===== src/rtl/fetch_queue.sv =====
`default_nettype none
// ============================================================================
// Module   : fetch_queue
// Brief    : Instruction-fetch front end. Owns the fetch PC, reads two
//            consecutive words per cycle from program memory and buffers
//            them in an in-order prefetch queue. The queue head goes to
//            decode through a valid/ready handshake. A redirect flushes the
//            queue and restarts fetch at a new PC.
// Options  : FETCH_STALL_CNT_EN - adds a saturating fetch-starve counter
//            (stall_cnt) with a synchronous clear (stall_cnt_clr).
// Revision : 1.0 - initial release
// ============================================================================
module fetch_queue #(
    parameter int unsigned               ADDR_WIDTH  = 11,
    parameter int unsigned               DATA_WIDTH  = 32,
    parameter int unsigned               QUEUE_DEPTH = 4,
    parameter logic [ADDR_WIDTH-1:0]     RESET_PC    = '0
) (
    input  logic                  clk,
    input  logic                  rst_n,
    output logic [ADDR_WIDTH-1:0] imem_addr0,
    output logic [ADDR_WIDTH-1:0] imem_addr1,
    input  logic [DATA_WIDTH-1:0] imem_data0,
    input  logic [DATA_WIDTH-1:0] imem_data1,
    input  logic                  redirect_valid,
    input  logic [ADDR_WIDTH-1:0] redirect_pc,
    output logic                  inst_valid,
    output logic [DATA_WIDTH-1:0] inst_data,
    output logic [ADDR_WIDTH-1:0] inst_pc,
    input  logic                  inst_ready
`ifdef FETCH_STALL_CNT_EN
    ,
    output logic [31:0]           stall_cnt,
    input  logic                  stall_cnt_clr
`endif
);

    localparam int unsigned PTR_W = $clog2(QUEUE_DEPTH);
    localparam int unsigned CNT_W = PTR_W + 1;

    // Architectural state
    logic [ADDR_WIDTH-1:0] pc_q,     pc_d;
    logic [PTR_W-1:0]      wr_ptr_q, wr_ptr_d;
    logic [PTR_W-1:0]      rd_ptr_q, rd_ptr_d;
    logic [CNT_W-1:0]      count_q,  count_d;

    // Queue storage: instruction word and its byte address per entry
    logic [DATA_WIDTH-1:0] data_q [QUEUE_DEPTH];
    logic [ADDR_WIDTH-1:0] epc_q  [QUEUE_DEPTH];

    logic [CNT_W-1:0]      w_free;
    logic                  w_push0;
    logic                  w_push1;
    logic                  w_pop;
    logic [CNT_W-1:0]      w_num_push;
    logic [PTR_W-1:0]      w_wr_ptr1;
    logic [ADDR_WIDTH-1:0] w_redirect_tgt;
    logic                  w_unused;

    // Low address bits of a redirect are don't-care; the target is word aligned
    assign w_unused       = ^redirect_pc[1:0];
    assign w_redirect_tgt = {redirect_pc[ADDR_WIDTH-1:2], 2'b00};

    assign imem_addr0 = pc_q;
    assign imem_addr1 = pc_q + ADDR_WIDTH'(4);

    // Head is hidden during a redirect so decode never consumes flushed data
    assign inst_valid = (count_q != '0) && !redirect_valid;
    assign inst_data  = data_q[rd_ptr_q];
    assign inst_pc    = epc_q[rd_ptr_q];

    // Free space is judged before any same-cycle pop, so a pop never
    // enables an extra push in the same cycle
    assign w_free     = CNT_W'(QUEUE_DEPTH) - count_q;
    assign w_pop      = inst_valid && inst_ready;
    assign w_push0    = !redirect_valid && (w_free != '0);
    assign w_push1    = !redirect_valid && (w_free >= CNT_W'(2));
    assign w_num_push = CNT_W'(w_push0) + CNT_W'(w_push1);
    assign w_wr_ptr1  = wr_ptr_q + PTR_W'(1);

    // Next-state for PC, pointers and occupancy; redirect overrides all
    always_comb begin
        pc_d     = pc_q;
        wr_ptr_d = wr_ptr_q;
        rd_ptr_d = rd_ptr_q;
        count_d  = count_q;
        if (redirect_valid) begin
            pc_d     = w_redirect_tgt;
            wr_ptr_d = '0;
            rd_ptr_d = '0;
            count_d  = '0;
        end else begin
            if (w_push1) begin
                pc_d = pc_q + ADDR_WIDTH'(8);
            end else if (w_push0) begin
                pc_d = pc_q + ADDR_WIDTH'(4);
            end
            wr_ptr_d = wr_ptr_q + PTR_W'(w_num_push);
            rd_ptr_d = rd_ptr_q + PTR_W'(w_pop);
            count_d  = count_q + w_num_push - CNT_W'(w_pop);
        end
    end

    // State register for PC, pointers and occupancy
    always_ff @(posedge clk or negedge rst_n) begin
        if (!rst_n) begin
            pc_q     <= RESET_PC;
            wr_ptr_q <= '0;
            rd_ptr_q <= '0;
            count_q  <= '0;
        end else begin
            pc_q     <= pc_d;
            wr_ptr_q <= wr_ptr_d;
            rd_ptr_q <= rd_ptr_d;
            count_q  <= count_d;
        end
    end

    // Queue storage write: word0 at the tail, word1 right behind it
    always_ff @(posedge clk or negedge rst_n) begin
        if (!rst_n) begin
            for (int i = 0; i < int'(QUEUE_DEPTH); i++) begin
                data_q[i] <= '0;
                epc_q[i]  <= '0;
            end
        end else begin
            if (w_push0) begin
                data_q[wr_ptr_q] <= imem_data0;
                epc_q[wr_ptr_q]  <= imem_addr0;
            end
            if (w_push1) begin
                data_q[w_wr_ptr1] <= imem_data1;
                epc_q[w_wr_ptr1]  <= imem_addr1;
            end
        end
    end

`ifdef FETCH_STALL_CNT_EN
    logic [31:0] stall_cnt_q;

    assign stall_cnt = stall_cnt_q;

    // Count cycles decode is starved outside a redirect; clear wins, saturating
    always_ff @(posedge clk or negedge rst_n) begin
        if (!rst_n) begin
            stall_cnt_q <= '0;
        end else if (stall_cnt_clr) begin
            stall_cnt_q <= '0;
        end else if (!inst_valid && !redirect_valid && (stall_cnt_q != '1)) begin
            stall_cnt_q <= stall_cnt_q + 32'd1;
        end
    end
`endif

endmodule
`default_nettype wire


===== config.mk =====
export PLATFORM = sky130hd
export DESIGN_NAME = fetch_queue
export DESIGN_NICKNAME = d
export VERILOG_FILES = /design/src/rtl/fetch_queue.sv
export SDC_FILE = /design/constraint.sdc
export NUM_CORES = 1
export LEC_CHECK = 0
export ABC_AREA = 1
export CORE_MARGIN = 3
export CORE_UTILIZATION = 38
export DETAILED_ROUTE_END_ITERATION = 7
export SYNTH_ARGS = -nofsm -noshare
export SYNTH_HDL_FRONTEND = slang
export SYNTH_SLANG_ARGS = --single-unit

===== constraint.sdc =====
create_clock -name clk -period 4.7 [get_ports clk]
set_input_delay 0.94 -clock clk [delete_from_list [all_inputs] [get_ports clk]]
set_output_delay 0.94 -clock clk [all_outputs]
set_load 0.01 [all_outputs]

==> impl_metrics.toml <==
[status]
status = "finished, final reports clean"

[pwr]
power_leakage_uw = 0.006030
ir_worst_vdd_mv = 0.3335
p_per_area_nw_per_um2 = 650.2

[cts]
clock_path_buffers = 2
htree_num_levels = 4
clk_pin_slew_ps = 70
numCtsBuffers = 17
cts_num_sinks = 188
cts_root_buf = "clkbuf_16"
cts_setup_buffers = 0
cts_resized = 0
hold_buffers = 0
cts_tree = "done"
clk_latency_ps = 430

[timing]
period_minus_slack_ps = 3888
worstMarginPinSlew_ps = 983.6
skew_ps = 8.397
rsz0062_at_grt = "false"
relSlewSlack = 0.3443
hold_viol = 0
fmax_mhz = 257.2
tns_ps = 0
slew_violations = 0
period_share = 0.8272
setup_viol = 0

[place]
port_buffers = 138
routabilityCongestion = 0.8543
dp_cells = 1869
dp_hpwl_mm = 17.78
place_area_um2 = 12070

[logic_synthesis]
synth.avg_cell_area_um2 = 7.342
synth_area_um2 = 10600
ys_warn_count = 0
synthAdderAreaFrac = 0.01606
synth_top_family_by_area = "compound AO/OA/AOI/OAI gates"
synth-xor-area-share = 0.004960
synth_mux_area_frac = 0
synth_seq_area_share = 0.4440
synth-seq-cells = 188
netlist_instances = 1443
synth-compound-area-share = 0.2278
synth_cell_types = 36
yosys.area_share.simple = 0.2119

[final_layout]
final_util = 0.4666
n_antenna_cell = 0
syn_to_final_growth_pct = 19.69
stdcell_area_um2 = 12680
final_common_cell = "nand2_1"
final_cells = 1901
layout_common_cells = "nand2_1, o21ai_0, dfrtp_1"
drive_gt1_frac = 0.04971
layout.nets = 1608
nFillCells = 2807

[floorplan]
fp-row-count = 60
die_height_um = 173.0
start_util = 0.3899
core-area_um2 = 27180
io_pins = 145
fp.dieW_um = 173.0
die_area_um2 = 29920

[setup_path]
crit_arrival_ps = 2950
critical-path-slowest-cell = "dfrtp_1"
cp-start-kind = "flop"
reg2reg_depth = 13
cp_max_fo = 27
worstPathRequired_ps = 3760
max_stage_delay_ps = 920
critPathCaptureType = "primary output"
crit_chain = "buf_4 -> o21ai_0 -> o22ai_1 -> clkdlybuf4s50_1"
crit_start = "rd_ptr_q[1]"
critPathKind = "flop to primary output"
rr_startpoint = "count_q[0]"

[global_route]
grt_max_degree = 93
grt_overflow = 0
grt_usage = 0.2007
grt_pass1_vias = 9378
antenna_found_initial = 0
grt_pass1_wl_mm = 49.49

[routing]
drt-initial-drc-count = 668
vias_per_cell = 4.983
ant_nets = 0
first_pass_iters = 5
routed_wl_mm = 29.62
dr_total_vias = 9473
drcViolationCount = 0
wire_per_inst_um = 15.58

[worst_hold_path]
min_from = "epc_q[11]"
holdPathStages = 2
hold_path.class = "flop to flop"

[job]
maxCapViolCount = 0
==> critical path, delay by kind of cell, from the launching register on <==
kind | cells | cell delay (ps)
buffers and inverters | 2 | 1070
AO/OA/AOI/OAI | 2 | 510
flip-flops | 1 | 920
==> cell families after synthesis <==
logic type                 count (synthesis)
buffers and inverters                    218
other                                      1
xor gates and xnor gates                   6
adders and majority gates                 13
AOI/OAI and AO/OA                        464
and+or+nand+nor                          553
DFF                                      188
==> per-stage QoR <==
stage	total power [uW]	setup slack, ps	hold WS [ps]
final	8245	812.1	490.2
after global routing	9021	685.4	540.4
after CTS	8304	855.4	494.0
after detailed placement	6780	1031	476.1
after global placement	6699	1067	471.3
after floorplan	5412	1995	457.7
==> Yosys cell counts, drive strengths merged <==
master | instances | area (um^2)
nor2 | 124 | 531.8
a21oi | 10 | 61.31
o221ai | 2 | 17.52
fa | 1 | 20.02
inv | 116 | 450.4
xnor2 | 3 | 26.28
buf | 59 | 394.1
and2 | 2 | 12.51
a31oi | 7 | 43.79
nor3b | 1 | 7.510
conb | 1 | 3.750
ha | 12 | 150.1
o21bai | 2 | 15.01
clkbuf | 43 | 161.4
o21ai | 398 | 1992
nand2 | 394 | 1518
nand3 | 30 | 150.1
o22ai | 43 | 269.0
xor2 | 3 | 26.28
o211ai | 1 | 7.510
nand4 | 2 | 25.02
dfrtp | 188 | 4705
a22oi | 1 | 7.510
==> per-layer routing <==
metal | wire length, um | track usage | vias up
li1 | - | - | 4893
met1 | 14230 | 0.2770 | 4354
met2 | 13870 | 0.3308 | 198
met3 | 1163 | 0.03162 | 28
met4 | 359 | 0.05169 | 0
met5 | 0 | 0 | -
==> final timing paths <==
kind	to	slack (ps)
min	epc_q[11]	490
max in group asynchronous	data_q[62]	3190
max	inst_data[16]	810
min in group asynchronous	data_q[103]	560
min reg2reg	epc_q[11]	490
max reg2reg	count_q[2]	1740
==> cell type report <==
cell class              count  area [um^2]  share of cell area
well taps                 372        465.4             0.03670
repair buffers            153         1533              0.1209
flip-flops and latches    188         4706              0.3711
clock buffers              19        452.9             0.03572
inverters                 116        450.4             0.03552
clock inverters            13        155.1             0.01223
multi-input cells        1040         4918              0.3879
==> registers in the layout, indices dropped and copies added, names as in the netlist <==
name / cells
count_q: 3
data_q: 128
epc_q: 44
imem_addr0: 9
rd_ptr_q: 2
wr_ptr_q: 2
==> power breakdown <==
part           switching [uW]  total (uW)  internal (uW)
combinational            2310        3960           1650
sequential                428        2780           2350
clock                     674        1500            828
total                    3420        8250           4830
No activity file was read; power rests on OpenSTA's default activity.
